### config.mk
export PLATFORM = sky130hd
export DESIGN_NAME = alu_mux_arbiter_flat
export DESIGN_NICKNAME = d
export VERILOG_FILES = /design/src/rtl/alu_mux_pkg.sv /design/src/rtl/alu_mux_arbiter_if.sv /design/src/rtl/alu_mux_arbiter_alu_core.sv /design/src/rtl/alu_mux_arbiter_mux2.sv /design/src/rtl/alu_mux_arbiter.sv /design/src/flat_wrapper.sv
export SDC_FILE = /design/constraint.sdc
export NUM_CORES = 1
export LEC_CHECK = 0
export ABC_AREA = 1
export BUFFER_PORTS_ARGS = -buffer_cell sky130_fd_sc_hd__buf_2
export CAP_MARGIN = 20
export CELL_PAD_IN_SITES_DETAIL_PLACEMENT = 1
export CELL_PAD_IN_SITES_GLOBAL_PLACEMENT = 1
export CORE_ASPECT_RATIO = 0.6
export CORE_MARGIN = 2
export CORE_UTILIZATION = 25
export CTS_BUF_LIST = sky130_fd_sc_hd__clkbuf_4
export DETAILED_ROUTE_END_ITERATION = 7
export PLACE_DENSITY = 0.58
export SYNTH_ARGS = -nofsm -noshare
export SYNTH_HDL_FRONTEND = slang
export SYNTH_SLANG_ARGS = --single-unit
### constraint.sdc
create_clock -name clk -period 2.95 [get_ports clk]
set_input_delay 0.295 -clock clk [delete_from_list [all_inputs] [get_ports clk]]
set_output_delay 0.295 -clock clk [all_outputs]
set_load 0.02 [all_outputs]
### src/rtl/alu_mux_pkg.sv
// rtl/alu_mux_pkg.sv - shared widths, opcode and FSM state types for the ALU arbiter
package alu_mux_pkg;

    localparam int WIDTH = 32;
    localparam int OPW   = 3;
    localparam int SHW   = $clog2(WIDTH);

    typedef enum logic [OPW-1:0] {
        OP_ADD = 3'd0,
        OP_SUB = 3'd1,
        OP_AND = 3'd2,
        OP_OR  = 3'd3,
        OP_XOR = 3'd4,
        OP_SLT = 3'd5,
        OP_SHL = 3'd6,
        OP_SHR = 3'd7
    } alu_op_e;

    typedef enum logic [1:0] {
        IDLE = 2'd0,
        EXEC = 2'd1,
        DONE = 2'd2
    } state_e;

endpackage

### src/rtl/alu_mux_arbiter_if.sv
// rtl/alu_mux_arbiter_if.sv - requester/result bus between the two operand sources and the shared ALU arbiter
// Signals: a_*/b_* request, opcode, operands and grant per requester; sel operand mux select;
// res_valid/res_ready/res_id/res_data result handshake; busy FSM not idle.
// Macro ALU_FLAGS_EN adds res_zero and res_carry.
// Modports: master = requesters and result consumer, slave = arbiter.
interface alu_mux_arbiter_if;
    import alu_mux_pkg::*;

    logic             a_req;
    logic [OPW-1:0]   a_op;
    logic [WIDTH-1:0] a_x;
    logic [WIDTH-1:0] a_y;
    logic             a_gnt;
    logic             b_req;
    logic [OPW-1:0]   b_op;
    logic [WIDTH-1:0] b_x;
    logic [WIDTH-1:0] b_y;
    logic             b_gnt;
    logic             sel;
    logic             res_valid;
    logic             res_id;
    logic [WIDTH-1:0] res_data;
    logic             res_ready;
    logic             busy;
`ifdef ALU_FLAGS_EN
    logic             res_zero;
    logic             res_carry;
`endif

    modport master (
        output a_req, a_op, a_x, a_y, b_req, b_op, b_x, b_y, res_ready,
        input  a_gnt, b_gnt, sel, res_valid, res_id, res_data, busy
`ifdef ALU_FLAGS_EN
        , input res_zero, res_carry
`endif
    );

    modport slave (
        input  a_req, a_op, a_x, a_y, b_req, b_op, b_x, b_y, res_ready,
        output a_gnt, b_gnt, sel, res_valid, res_id, res_data, busy
`ifdef ALU_FLAGS_EN
        , output res_zero, res_carry
`endif
    );

endinterface

### src/rtl/alu_mux_arbiter_alu_core.sv
// rtl/alu_mux_arbiter_alu_core.sv - combinational 8-op ALU
// Ports: op opcode, x/y operands, result; with ALU_FLAGS_EN also carry (ADD carry / SUB borrow).
module alu_core
    import alu_mux_pkg::*;
(
    input  logic [OPW-1:0]   op,
    input  logic [WIDTH-1:0] x,
    input  logic [WIDTH-1:0] y,
    output logic [WIDTH-1:0] result
`ifdef ALU_FLAGS_EN
    ,
    output logic             carry
`endif
);

`ifdef ALU_FLAGS_EN
    // One extra bit holds the ADD carry; for SUB it is the borrow (set when x < y unsigned).
    logic [WIDTH:0] sum_w;
    logic [WIDTH:0] diff_w;
    assign sum_w  = {1'b0, x} + {1'b0, y};
    assign diff_w = {1'b0, x} - {1'b0, y};
`else
    logic [WIDTH-1:0] sum_w;
    logic [WIDTH-1:0] diff_w;
    assign sum_w  = x + y;
    assign diff_w = x - y;
`endif

    always_comb begin
        result = '0;
`ifdef ALU_FLAGS_EN
        carry  = 1'b0;
`endif
        case (op)
            OP_ADD: begin
                result = sum_w[WIDTH-1:0];
`ifdef ALU_FLAGS_EN
                carry  = sum_w[WIDTH];
`endif
            end
            OP_SUB: begin
                result = diff_w[WIDTH-1:0];
`ifdef ALU_FLAGS_EN
                carry  = diff_w[WIDTH];
`endif
            end
            OP_AND:  result = x & y;
            OP_OR:   result = x | y;
            OP_XOR:  result = x ^ y;
            OP_SLT:  result = {{(WIDTH-1){1'b0}}, ($signed(x) < $signed(y))};
            OP_SHL:  result = x << y[SHW-1:0];
            OP_SHR:  result = x >> y[SHW-1:0];
            default: result = '0;
        endcase
    end

endmodule

### src/rtl/alu_mux_arbiter_mux2.sv
// rtl/alu_mux_arbiter_mux2.sv - 2:1 operand mux
// Ports: sel (0 = d0, 1 = d1), d0, d1 data inputs, y selected output.
module operand_mux2 #(
    parameter int W = 32
) (
    input  logic         sel,
    input  logic [W-1:0] d0,
    input  logic [W-1:0] d1,
    output logic [W-1:0] y
);

    assign y = sel ? d1 : d0;

endmodule

### src/rtl/alu_mux_arbiter.sv
// rtl/alu_mux_arbiter.sv - round-robin arbiter sharing one ALU between requesters A and B
// Ports: clk, rst (async, active-high), bus (slave modport of alu_mux_arbiter_if).
// Flow: IDLE grants and latches operands, EXEC computes and registers the result,
// DONE holds it until res_ready. Macro ALU_FLAGS_EN adds registered res_zero/res_carry.
module alu_mux_arbiter
    import alu_mux_pkg::*;
(
    input  logic              clk,
    input  logic              rst,
    alu_mux_arbiter_if.slave  bus
);

    state_e           state_q, state_d;
    logic             last_grant_q, last_grant_d;
    logic             sel_q, sel_d;
    logic [OPW-1:0]   op_q, op_d;
    logic [WIDTH-1:0] x_q, x_d;
    logic [WIDTH-1:0] y_q, y_d;
    logic             res_valid_q, res_valid_d;
    logic             res_id_q, res_id_d;
    logic [WIDTH-1:0] res_data_q, res_data_d;
`ifdef ALU_FLAGS_EN
    logic             res_zero_q, res_zero_d;
    logic             res_carry_q, res_carry_d;
    logic             alu_carry;
`endif

    logic             grant;
    logic             winner;
    logic [OPW-1:0]   mux_op;
    logic [WIDTH-1:0] mux_x;
    logic [WIDTH-1:0] mux_y;
    logic [WIDTH-1:0] alu_result;

    // The muxes follow sel_d so the winner's operands are captured on the grant edge itself.
    operand_mux2 #(.W(OPW))   u_mux_op (.sel(sel_d), .d0(bus.a_op), .d1(bus.b_op), .y(mux_op));
    operand_mux2 #(.W(WIDTH)) u_mux_x  (.sel(sel_d), .d0(bus.a_x),  .d1(bus.b_x),  .y(mux_x));
    operand_mux2 #(.W(WIDTH)) u_mux_y  (.sel(sel_d), .d0(bus.a_y),  .d1(bus.b_y),  .y(mux_y));

    alu_core u_alu (
        .op     (op_q),
        .x      (x_q),
        .y      (y_q),
        .result (alu_result)
`ifdef ALU_FLAGS_EN
        ,
        .carry  (alu_carry)
`endif
    );

    always_comb begin
        state_d      = state_q;
        last_grant_d = last_grant_q;
        sel_d        = sel_q;
        op_d         = op_q;
        x_d          = x_q;
        y_d          = y_q;
        res_valid_d  = res_valid_q;
        res_id_d     = res_id_q;
        res_data_d   = res_data_q;
`ifdef ALU_FLAGS_EN
        res_zero_d   = res_zero_q;
        res_carry_d  = res_carry_q;
`endif
        grant        = 1'b0;
        // On a tie the requester that did not win last time goes next.
        winner       = (bus.a_req && bus.b_req) ? ~last_grant_q : bus.b_req;

        case (state_q)
            IDLE: begin
                if (bus.a_req || bus.b_req) begin
                    grant        = 1'b1;
                    sel_d        = winner;
                    op_d         = mux_op;
                    x_d          = mux_x;
                    y_d          = mux_y;
                    last_grant_d = winner;
                    state_d      = EXEC;
                end
            end
            EXEC: begin
                res_data_d  = alu_result;
                res_id_d    = sel_q;
                res_valid_d = 1'b1;
`ifdef ALU_FLAGS_EN
                res_zero_d  = (alu_result == '0);
                res_carry_d = alu_carry;
`endif
                state_d     = DONE;
            end
            DONE: begin
                if (bus.res_ready) begin
                    res_valid_d = 1'b0;
                    state_d     = IDLE;
                end
            end
            default: state_d = IDLE;
        endcase
    end

    always_ff @(posedge clk or posedge rst) begin
        if (rst) begin
            state_q      <= IDLE;
            last_grant_q <= 1'b1;
            sel_q        <= 1'b0;
            op_q         <= '0;
            x_q          <= '0;
            y_q          <= '0;
            res_valid_q  <= 1'b0;
            res_id_q     <= 1'b0;
            res_data_q   <= '0;
`ifdef ALU_FLAGS_EN
            res_zero_q   <= 1'b0;
            res_carry_q  <= 1'b0;
`endif
        end else begin
            state_q      <= state_d;
            last_grant_q <= last_grant_d;
            sel_q        <= sel_d;
            op_q         <= op_d;
            x_q          <= x_d;
            y_q          <= y_d;
            res_valid_q  <= res_valid_d;
            res_id_q     <= res_id_d;
            res_data_q   <= res_data_d;
`ifdef ALU_FLAGS_EN
            res_zero_q   <= res_zero_d;
            res_carry_q  <= res_carry_d;
`endif
        end
    end

    // gnt marks the cycle whose closing edge captures the operands, so the requester
    // may drop req right after it; it lasts one cycle because the FSM leaves IDLE.
    assign bus.a_gnt     = grant & ~winner;
    assign bus.b_gnt     = grant &  winner;
    assign bus.sel       = sel_q;
    assign bus.res_valid = res_valid_q;
    assign bus.res_id    = res_id_q;
    assign bus.res_data  = res_data_q;
    assign bus.busy      = (state_q != IDLE);
`ifdef ALU_FLAGS_EN
    assign bus.res_zero  = res_zero_q;
    assign bus.res_carry = res_carry_q;
`endif

endmodule
### src/flat_wrapper.sv
// flat-port wrapper written by rule: the top's interface ports become plain ports
module alu_mux_arbiter_flat import alu_mux_pkg::*;
  (clk, rst, bus_a_req, bus_a_op, bus_a_x, bus_a_y, bus_b_req, bus_b_op, bus_b_x, bus_b_y, bus_res_ready, bus_a_gnt, bus_b_gnt, bus_sel, bus_res_valid, bus_res_id, bus_res_data, bus_busy);
  alu_mux_arbiter_if bus_i ();
  input  logic clk;
  input  logic rst;
  input wire logic [$bits(bus_i.a_req)-1:0] bus_a_req;
  input wire logic [$bits(bus_i.a_op)-1:0] bus_a_op;
  input wire logic [$bits(bus_i.a_x)-1:0] bus_a_x;
  input wire logic [$bits(bus_i.a_y)-1:0] bus_a_y;
  input wire logic [$bits(bus_i.b_req)-1:0] bus_b_req;
  input wire logic [$bits(bus_i.b_op)-1:0] bus_b_op;
  input wire logic [$bits(bus_i.b_x)-1:0] bus_b_x;
  input wire logic [$bits(bus_i.b_y)-1:0] bus_b_y;
  input wire logic [$bits(bus_i.res_ready)-1:0] bus_res_ready;
  output wire logic [$bits(bus_i.a_gnt)-1:0] bus_a_gnt;
  output wire logic [$bits(bus_i.b_gnt)-1:0] bus_b_gnt;
  output wire logic [$bits(bus_i.sel)-1:0] bus_sel;
  output wire logic [$bits(bus_i.res_valid)-1:0] bus_res_valid;
  output wire logic [$bits(bus_i.res_id)-1:0] bus_res_id;
  output wire logic [$bits(bus_i.res_data)-1:0] bus_res_data;
  output wire logic [$bits(bus_i.busy)-1:0] bus_busy;
  assign bus_i.a_req = bus_a_req;
  assign bus_i.a_op = bus_a_op;
  assign bus_i.a_x = bus_a_x;
  assign bus_i.a_y = bus_a_y;
  assign bus_i.b_req = bus_b_req;
  assign bus_i.b_op = bus_b_op;
  assign bus_i.b_x = bus_b_x;
  assign bus_i.b_y = bus_b_y;
  assign bus_i.res_ready = bus_res_ready;
  assign bus_a_gnt = bus_i.a_gnt;
  assign bus_b_gnt = bus_i.b_gnt;
  assign bus_sel = bus_i.sel;
  assign bus_res_valid = bus_i.res_valid;
  assign bus_res_id = bus_i.res_id;
  assign bus_res_data = bus_i.res_data;
  assign bus_busy = bus_i.busy;
  alu_mux_arbiter u_core (.clk(clk), .rst(rst), .bus(bus_i));
endmodule
==> impl_metrics.toml, run 1 <==
[run_status]
outcome = "finished clean"

[grt]
grt_max_degree = 121
grt_pass1_wl_um = 133000
overflow = 0
grt_pass1_vias = 18824
grt.total_usage = 0.320
antenna_found_initial = 3

[clock_network]
clk_latency_ps = 720
cts_tree = "yes"
cts_buffer_depth = 2
worst_setup_hold_path_clk_slew_ps = 260
cts_buffers = 9
cts_sinks = 105
clockRootBuffer = "clkbuf_4"
htree_levels = 3

[critical_path]
crit_fanout = 33
cp-end-kind = "flip-flop"
crit_required_ps = 3510
crit_path_start = "u_core.y_q[0]$_DFFE_PP0P_"
arrival_ps = 3420
crit_type = "reg2reg"
r2r_slack_ps = 90
cp-start-kind = "flip-flop"
crit_end = "u_core.bus.res_data[14]$_DFFE_PP0P_"
reg2reg_depth = 14
worst_r2r_startpoint = "u_core.y_q[0]$_DFFE_PP0P_"
reg2reg_to = "u_core.bus.res_data[14]$_DFFE_PP0P_"

[detailed_routing]
vias = 18885
wirelength_um = 94000
viasPerCell = 5.26
drc = 0
drtAntennaViolNets = 0
drtIter0Drc = 1871
wl_per_cell_um = 26.2
drt_first_pass_iters = 7

[synthesis]
synthSimpleGateAreaFrac = 0.435
synth.cell_area_um2 = 14100
ys_ff_latch = 105
avgSynthCellArea_um2 = 5.78
synth_nets = 2669
synth_top_family_by_area = "simple AND/OR/NAND/NOR gates"
synth_edf_count = 0
synthMuxAreaShare = 0.00463
synth_cell_type_count = 53
yosys_warnings = 0
synth-xor-area-share = 0.00685
ys_async_sr_fraction = 1.00
synthCells = 2431
synthFlopType = "dfrtp_1"
synthAdderAreaFrac = 0.0892
synth_compound_gate_area_share = 0.143
yosysSeqAreaShare = 0.187

[sta]
slew_headroom = 0.460
min_period_over_period = 0.971
tightestPinTransition_ps = 810
drv_slew = 0
clock_skew_ps = 75.1
hold_viol = 0
max_freq_ghz = 0.349
period_minus_slack_ps = 2860
rsz0062_at_grt = "false"
finalSetupViolCount = 0
setup_ws_ps = 86.9

[placement]
gp_congestion = 1.03
pre_cts_ws_ps = -73.3
hpwl_um = 77300
portBuffers = 176

[layout]
layout_commonest_cell = "nand2_1"
syn_to_final_growth_pct = 31.5
final_layout_size_suffix_gt1_frac = 0.176
fillerInstances = 7354
fin_nets = 3062
final_cell_mix = "nand2_1 (664), nand3_1 (381), inv_1 (295)"

[die]
die-area_um2 = 58200
chipHeight_um = 188
chipWidth_um = 310
row_count = 67
core_area_um2 = 55700
pin_count = 177
initial_core_util = 0.253

[worst_hold_path]
hp-class = "in2reg"
min_from = "bus_b_x[9]"

[flow_run]
cap_violations = 0
sequential cells by signal, summed over array words and instances (netlist names):
| signal | cells |
|---|---|
| u_core.bus.res_data | 32 |
| u_core.bus.res_id | 1 |
| u_core.bus.res_valid | 1 |
| u_core.bus.sel | 1 |
| u_core.last_grant_q | 1 |
| u_core.op_q | 3 |
| u_core.state_q | 2 |
| u_core.x_q | 32 |
| u_core.y_q | 32 |
final cells by class:
class                           instances  area (um^2)  area share
Inverter                              314         1180      0.0641
Sequential cell                       105         2640       0.143
Clock inverter                          7         73.8     0.00399
Tap cell                              759          950      0.0514
Multi-Input combinational cell       1884         9670       0.523
Clock buffer                            9         67.6     0.00365
Timing Repair Buffer                  510         3890       0.211
Antenna cell                            4         10.0    0.000541
synth_stat cells, types with 3 or more instances:
| cell | n | area [um^2] |
|---|---|---|
| nand4_1 | 20 | 125 |
| clkbuf_1 | 31 | 116 |
| o21bai_1 | 10 | 75.1 |
| o21a_1 | 4 | 30.0 |
| o21ai_1 | 13 | 65.1 |
| a31oi_1 | 4 | 25.0 |
| buf_1 | 8 | 30.0 |
| or2_2 | 4 | 25.0 |
| o22ai_1 | 88 | 551 |
| a211oi_2 | 4 | 50.1 |
| and2_1 | 15 | 93.8 |
| nor3_1 | 23 | 115 |
| buf_6 | 12 | 135 |
| nand2_1 | 665 | 2500 |
| dfrtp_1 | 104 | 2600 |
| nand3b_1 | 3 | 22.5 |
| buf_2 | 59 | 295 |
| inv_1 | 299 | 1120 |
| nand3_2 | 4 | 40.0 |
| a21oi_2 | 4 | 35.0 |
| o221ai_1 | 6 | 52.6 |
| o21ai_0 | 120 | 601 |
| and2_4 | 3 | 26.3 |
| and3_1 | 5 | 31.3 |
| nand3_1 | 382 | 1910 |
| nand2_2 | 13 | 81.3 |
| buf_4 | 16 | 120 |
| o211ai_1 | 10 | 75.1 |
| xor2_1 | 11 | 96.3 |
| ha_1 | 97 | 1210 |
| nor2_2 | 7 | 43.8 |
| inv_2 | 13 | 48.8 |
| nor2_1 | 272 | 1020 |
| a21oi_1 | 75 | 375 |
timing repair:
action	4_1_cts	5_1_grt
buffers inserted	0	1
endpoints found under the hold margin	173	0
hold buffers	131	0
resized for setup	8	32
pin swaps	0	1
endpoints found under the setup margin	8	20
per-stage QoR:
stage | utilization | instance area (um^2) | std cells | hold WS, ps | TNS (ps)
floorplan | - | 14100 | 2431 | 402 | 0
global placement | 0.303 | 16900 | 3440 | 449 | -146
detailed placement | 0.303 | 16900 | 3440 | 463 | -124
CTS | 0.330 | 18400 | 3587 | 0.176 | 0
global route | 0.332 | 18500 | 3590 | 51.2 | 0
finish | 0.332 | 18500 | 3592 | 66.3 | 0
per-layer routing:
| layer | vias up | wire, um | global-route usage |
|---|---|---|---|
| met3 | 49 | 10200 | 0.102 |
| met4 | 0 | 1090 | 0.0448 |
| met5 | - | 0 | 0 |
| met1 | 9367 | 47700 | 0.502 |
| met2 | 806 | 35000 | 0.421 |
| li1 | 8663 | - | - |
worst min path at each step:
stage	end	slack (ps)	depth (start not counted)
floorplan	u_core.state_q[1]$_DFFE_PP0P_	400	1
global placement	u_core.bus.res_id$_DFFE_PP0P_	450	2
detailed placement	u_core.bus.res_id$_DFFE_PP0P_	460	2
CTS	u_core.y_q[3]$_DFFE_PP0P_	0.2	3
global route	u_core.x_q[9]$_DFFE_PP0P_	50	4
finish	u_core.x_q[9]$_DFFE_PP0P_	70	4
critical path, cell delays in order (launching register included):
cell      delay [ps]
dfrtp_2          520
buf_4            140
inv_2             80
buf_12           180
nand2_1          150
nand3_1          120
nand3_1          140
nand3_1          180
nand2_1          190
nor2_1            80
nor3_1           460
nand3b_1         140
nor2_1           140
buf_4            120
nor2_1            30
cell families after synthesis:
family,count (synthesis)
AOI/OAI and AO/OA,345
xor gates and xnor gates,11
adders and majority gates,99
buffers and inverters,442
DFF,105
muxes,4
and+or+nand+nor,1425
Power of run 1 is not shown: default switching activity piles up to over one toggle a cycle in this logic, so the estimate is an artifact.
==> run 2: changes to the inputs <==
--- a/config.mk
+++ b/config.mk
@@ -15,6 +15,7 @@
 export CORE_UTILIZATION = 25
 export CTS_BUF_LIST = sky130_fd_sc_hd__clkbuf_4
 export DETAILED_ROUTE_END_ITERATION = 7
+export GPL_TIMING_DRIVEN = 0
 export PLACE_DENSITY = 0.58
 export SYNTH_ARGS = -nofsm -noshare
 export SYNTH_HDL_FRONTEND = slang
==> constraint.sdc (replaced) <==
create_clock -name clk -period 2.95 [get_ports clk]
set_input_delay 0.1475 -clock clk [delete_from_list [all_inputs] [get_ports clk]]
set_output_delay 0.1475 -clock clk [all_outputs]
set_load 0.02 [all_outputs]
==> run 2 against run 1 <==
Against the previous run:
- the flow now finishes with violations (negative setup slack)
- register-to-register slack worse by 170 ps
- first-iteration DRC count is 31% higher
- worst hold slack worse by 26 ps
- non-clock buffer count is 20 lower
- maximum frequency is 5.7% lower
- via count is 3.4% higher
- count of clock-buffer cells in the layout is 1 higher
- sequential cell count stayed put
- cell count is 0.47% lower
- die area stayed put
- critical path type unchanged
- largest cell class unchanged
==> impl_metrics.toml, run 2 (synthesized netlist as in run 1, its figures left out) <==
[clock_network]
cts_sinks = 105
cts_tree = "yes"
htree_levels = 3
worst_setup_hold_path_clk_slew_ps = 200
cts_buffers = 9
cts_buffer_depth = 2
clockRootBuffer = "clkbuf_4"
clk_latency_ps = 660

[layout]
syn_to_final_growth_pct = 31.1
final_layout_size_suffix_gt1_frac = 0.189
fin_area_um2 = 18400
fin_nets = 3042
layout_commonest_cell = "nand2_1"
final_cell_mix = "nand2_1 (645), nand3_1 (346), inv_1 (287)"

[sta]
min_period_over_period = 1.03
finalSetupViolCount = 2
drv_slew = 0
period_minus_slack_ps = 3040
hold_viol = 0
setup_ws_ps = -85.7
rsz0062_at_grt = "true"
slew_headroom = 0.243
clock_skew_ps = 46.4
tightestPinTransition_ps = 1140
max_freq_ghz = 0.329

[detailed_routing]
viasPerCell = 5.46
vias = 19525
drc = 0
drt_first_pass_iters = 5
drtAntennaViolNets = 0
wl_per_cell_um = 29.4
wirelength_um = 105000
drtIter0Drc = 2458

[critical_path]
reg2reg_to = "u_core.bus.res_data[31]$_DFFE_PP0P_"
cp-start-kind = "flip-flop"
crit_type = "reg2reg"
crit_fanout = 10
cp-end-kind = "flip-flop"
arrival_ps = 3620
reg2reg_depth = 11
r2r_slack_ps = -90
worst_r2r_startpoint = "u_core.y_q[2]$_DFFE_PP0P_"
crit_required_ps = 3530

[placement]
gp_congestion = 1.07
hpwl_um = 86000
portBuffers = 176
placed_area_um2 = 15900

[grt]
antenna_found_initial = 6
grt_pass1_wl_um = 145000
grt_pass1_vias = 18860
overflow = 0
grt_max_degree = 63
grt.total_usage = 0.356

[die]
core_area_um2 = 55700
chipHeight_um = 188
row_count = 67
pin_count = 177
chipWidth_um = 310
initial_core_util = 0.253
die-area_um2 = 58200

[flow_run]
cap_violations = 0

[worst_hold_path]
hp-class = "in2async"

[run_status]
violations = "negative setup slack"
outcome = "finished, violations left"
==> run 2: critical path, stage by stage (launching register included) <==
cell and delay [ps]:
dfrtp_2 540, buf_8 140, buf_4 170, buf_1 740, o211ai_1 240, nand3_1 150, nand2_1 60, nor2_1 300
nor2_1 240, nand3_2 200, nand2_1 80, nand2_1 80
==> run 2: worst max-delay path by stage <==
stage | endpoint | slack [ps] | cells past startpoint | startpoint
after CTS | u_core.bus.res_data[31]$_DFFE_PP0P_ | -8 | 11 | u_core.x_q[30]$_DFFE_PP0P_
final | u_core.bus.res_data[31]$_DFFE_PP0P_ | -90 | 11 | u_core.y_q[2]$_DFFE_PP0P_
after global placement | u_core.bus.res_data[22]$_DFFE_PP0P_ | -1700 | 2 | rst
after floorplan | u_core.bus.res_data[0]$_DFFE_PP0P_ | 40 | 1 | rst
after global routing | u_core.bus.res_data[31]$_DFFE_PP0P_ | -100 | 11 | u_core.y_q[2]$_DFFE_PP0P_
after detailed placement | u_core.bus.res_data[31]$_DFFE_PP0P_ | -1270 | 20 | u_core.y_q[3]$_DFFE_PP0P_
==> run 2: area by class of cell <==
cell class / instances / area [um^2]
fill: 7346 / 37200
multi-input combinational: 1884 / 9970
antenna: 7 / 17.5
inverter: 314 / 1220
tap: 759 / 950
clock inverter: 6 / 48.8
timing repair buffer: 365 / 2680
sequential: 105 / 2670
clock buffer: 10 / 75.1
buffer: 125 / 802
==> run 2: what timing repair did <==
action	4_1_cts	5_1_grt
endpoints found under the setup margin	31	75
hold endpoints to repair	174	0
pin swaps	2	14
cloned	0	1
hold buffers	138	0
gates resized for setup	100	96
setup buffers	19	29
==> run 2: per-stage QoR <==
stage / setup WS (ps) / std cells / hold slack (ps) / utilization / setup TNS (ps)
6_report: -85.7 / 3575 / 40.5 / 0.331 / -130
5_1_grt: -104 / 3571 / 41.7 / 0.331 / -168
4_1_cts: -7.91 / 3538 / 24.9 / 0.320 / -7.91
3_5_place_dp: -1270 / 3368 / 228 / 0.286 / -29680
3_3_place_gp: -1700 / 3366 / 364 / 0.285 / -205240
2_1_floorplan: 43.6 / 2431 / 255 / - / 0
==> run 2: layer usage <==
layer  wire length, um  track usage  up-vias  part of all wire
met5                82            0        -           0.00078
li1                  -            -     8652                 -
met1             51400        0.555     9730              0.49
met4              1770       0.0608        8             0.017
met3             14400        0.145       83              0.14
met2             37500        0.444     1052              0.36
Power of run 2 is left out for the same reason.
==> run 3: changes to the inputs <==
--- a/config.mk
+++ b/config.mk
@@ -16,7 +16,7 @@
 export CTS_BUF_LIST = sky130_fd_sc_hd__clkbuf_4
 export DETAILED_ROUTE_END_ITERATION = 7
 export GPL_TIMING_DRIVEN = 0
-export PLACE_DENSITY = 0.58
+export PLACE_DENSITY = 0.56
 export SYNTH_ARGS = -nofsm -noshare
 export SYNTH_HDL_FRONTEND = slang
 export SYNTH_SLANG_ARGS = --single-unit
==> constraint.sdc (replaced) <==
create_clock -name clk -period 3.5 [get_ports clk]
set_input_delay 0.175 -clock clk [delete_from_list [all_inputs] [get_ports clk]]
set_output_delay 0.175 -clock clk [all_outputs]
set_load 0.02 [all_outputs]
==> run 3 against run 2 <==
Against the previous run:
- the run still ends with negative setup slack left
- cell count down 1.3%
- setup slack better by 5.9 ps
- sequential share of layout area up 0.41 points
- global-route usage down 0.25 points
- critical endpoint is now u_core.bus.res_data[9]$_DFFE_PP0P_
- highest routed layer unchanged
==> impl_metrics.toml, run 3 (synthesized netlist as in run 1, its figures left out) <==
[flow_run]
cap_violations = 0

[detailed_routing]
drtAntennaViolNets = 0
drt_first_pass_iters = 5
drtIter0Drc = 2328
wl_per_cell_um = 29.6
wirelength_um = 104000
vias = 19136
drc = 0
viasPerCell = 5.42

[sta]
setup_ws_ps = -79.7
clock_skew_ps = 47.8
rsz0062_at_grt = "false"
period_minus_slack_ps = 3580
drv_slew = 0
tightestPinTransition_ps = 1210
whs_ps = 284
hold_viol = 0
slew_headroom = 0.192
finalSetupViolCount = 3
min_period_over_period = 1.02
max_freq_ghz = 0.279

[clock_network]
cts_sinks = 105
worst_setup_hold_path_clk_slew_ps = 230
cts_buffer_depth = 2
cts_tree = "yes"
clockRootBuffer = "clkbuf_4"
cts_buffers = 9
htree_levels = 3
clk_latency_ps = 670

[placement]
portBuffers = 176
hpwl_um = 88000
gp_congestion = 1.02
placed_area_um2 = 15900
pre_cts_ws_ps = -877

[worst_hold_path]
min_path_cells = 3
min_from = "bus_res_ready"
hp-class = "in2reg"
hold_path_end = "u_core.state_q[1]$_DFFE_PP0P_"

[layout]
fin_nets = 3000
fillerInstances = 7433
fin_area_um2 = 17700
final_layout_size_suffix_gt1_frac = 0.137
syn_to_final_growth_pct = 25.9
final_cell_mix = "nand2_1 (662), nand3_1 (375), inv_1 (298)"
layout_commonest_cell = "nand2_1"

[run_status]
outcome = "finished, violations left"
violations = "negative setup slack"

[critical_path]
arrival_ps = 4090
path_common_cell = "nand3_1"
crit_type = "reg2reg"
cp-end-kind = "flip-flop"
cp-start-kind = "flip-flop"
critical_path_buf_inv_count = 3
cpMaxStageDelayCell = "dfrtp_2"
slowest_delay_ps = 620
worst_r2r_startpoint = "u_core.y_q[1]$_DFFE_PP0P_"
reg2reg_depth = 10
path_cells = "buf_4 > buf_4 > buf_2 > nand2_2 > nand3_1 > nand3_1 > nand3_1 > nand4_1 > nor3_2 > nor2_1"
reg2reg_to = "u_core.bus.res_data[9]$_DFFE_PP0P_"
r2r_slack_ps = -80
crit_fanout = 10
crit_required_ps = 4020
cp_top_family = "simple AND/OR/NAND/NOR gates"

[die]
pin_count = 177
core_area_um2 = 55700
chipWidth_um = 310
die-area_um2 = 58200
row_count = 67
chipHeight_um = 188
initial_core_util = 0.253

[grt]
grt.total_usage = 0.354
grt_pass1_wl_um = 143000
grt_max_degree = 77
grt_pass1_vias = 18394
overflow = 0
antenna_found_initial = 4
[run 3: cell count changes in the layout (fill, tap and decap cells not counted), sizes merged]
cell           before  now
buf               315  273
diode               7    2
bufinv              0    1
inv               308  316
clkinvlp            8    0
clkbuf             46   45
dlygate4sd3       138  139
clkdlybuf4s15       1    0
[run 3: repair_timing]
action	CTS	global route
setup endpoints to repair	29	20
hold buffers	139	0
gates resized for setup	25	34
endpoints found under the hold margin	174	0
buffers inserted	0	1
[run 3: cell type report]
| class | count | area, um^2 | area share |
|---|---|---|---|
| timing repair buffer | 320 | 2330 | 0.132 |
| buffer | 128 | 766 | 0.0433 |
| antenna | 2 | 5.00 | 0.000283 |
| inverter | 314 | 1190 | 0.0672 |
| sequential | 105 | 2640 | 0.149 |
| clock inverter | 7 | 108 | 0.00608 |
| tap | 759 | 950 | 0.0537 |
| clock buffer | 9 | 67.6 | 0.00382 |
| multi-input combinational | 1884 | 9650 | 0.545 |
[run 3: worst reg2reg max path, stage by stage, from the launching register on]
cell and delay (ps):
dfrtp_2 620, buf_4 290, buf_4 300, buf_2 430, nand2_2 310, nand3_1 200
nand3_1 140, nand3_1 360, nand4_1 280, nor3_2 420, nor2_1 80
[run 3: how the worst max path moves through the flow]
| stage | start | to | cells past startpoint |
|---|---|---|---|
| after global routing | u_core.y_q[2]$_DFFE_PP0P_ | u_core.bus.res_data[11]$_DFFE_PP0P_ | 17 |
| after detailed placement | u_core.y_q[3]$_DFFE_PP0P_ | u_core.bus.res_data[31]$_DFFE_PP0P_ | 20 |
| after CTS | u_core.y_q[3]$_DFFE_PP0P_ | u_core.bus.res_data[31]$_DFFE_PP0P_ | 20 |
| final | u_core.y_q[1]$_DFFE_PP0P_ | u_core.bus.res_data[9]$_DFFE_PP0P_ | 10 |
| after global placement | rst | u_core.bus.res_data[3]$_DFFE_PP0P_ | 2 |
| after floorplan | rst | u_core.bus.res_data[0]$_DFFE_PP0P_ | 1 |
[run 3: per-stage QoR]
step / util / setup TNS (ps) / std cells
3_3_place_gp: 0.285 / -150180 / 3366
3_5_place_dp: 0.286 / -14620 / 3368
6_report: 0.318 / -123 / 3528
4_1_cts: 0.315 / 0 / 3523
5_1_grt: 0.318 / 0 / 3528
2_1_floorplan: - / 0 / 2431
[run 3: routing by layer]
| metal | vias to the layer above | GRT usage | share of wire |
|---|---|---|---|
| li1 | 8555 | - | - |
| met1 | 9526 | 0.557 | 0.50 |
| met2 | 1000 | 0.418 | 0.34 |
| met3 | 51 | 0.167 | 0.14 |
| met4 | 4 | 0.0554 | 0.015 |
| met5 | - | 0 | 0.00032 |
Power of run 3 is left out for the same reason.
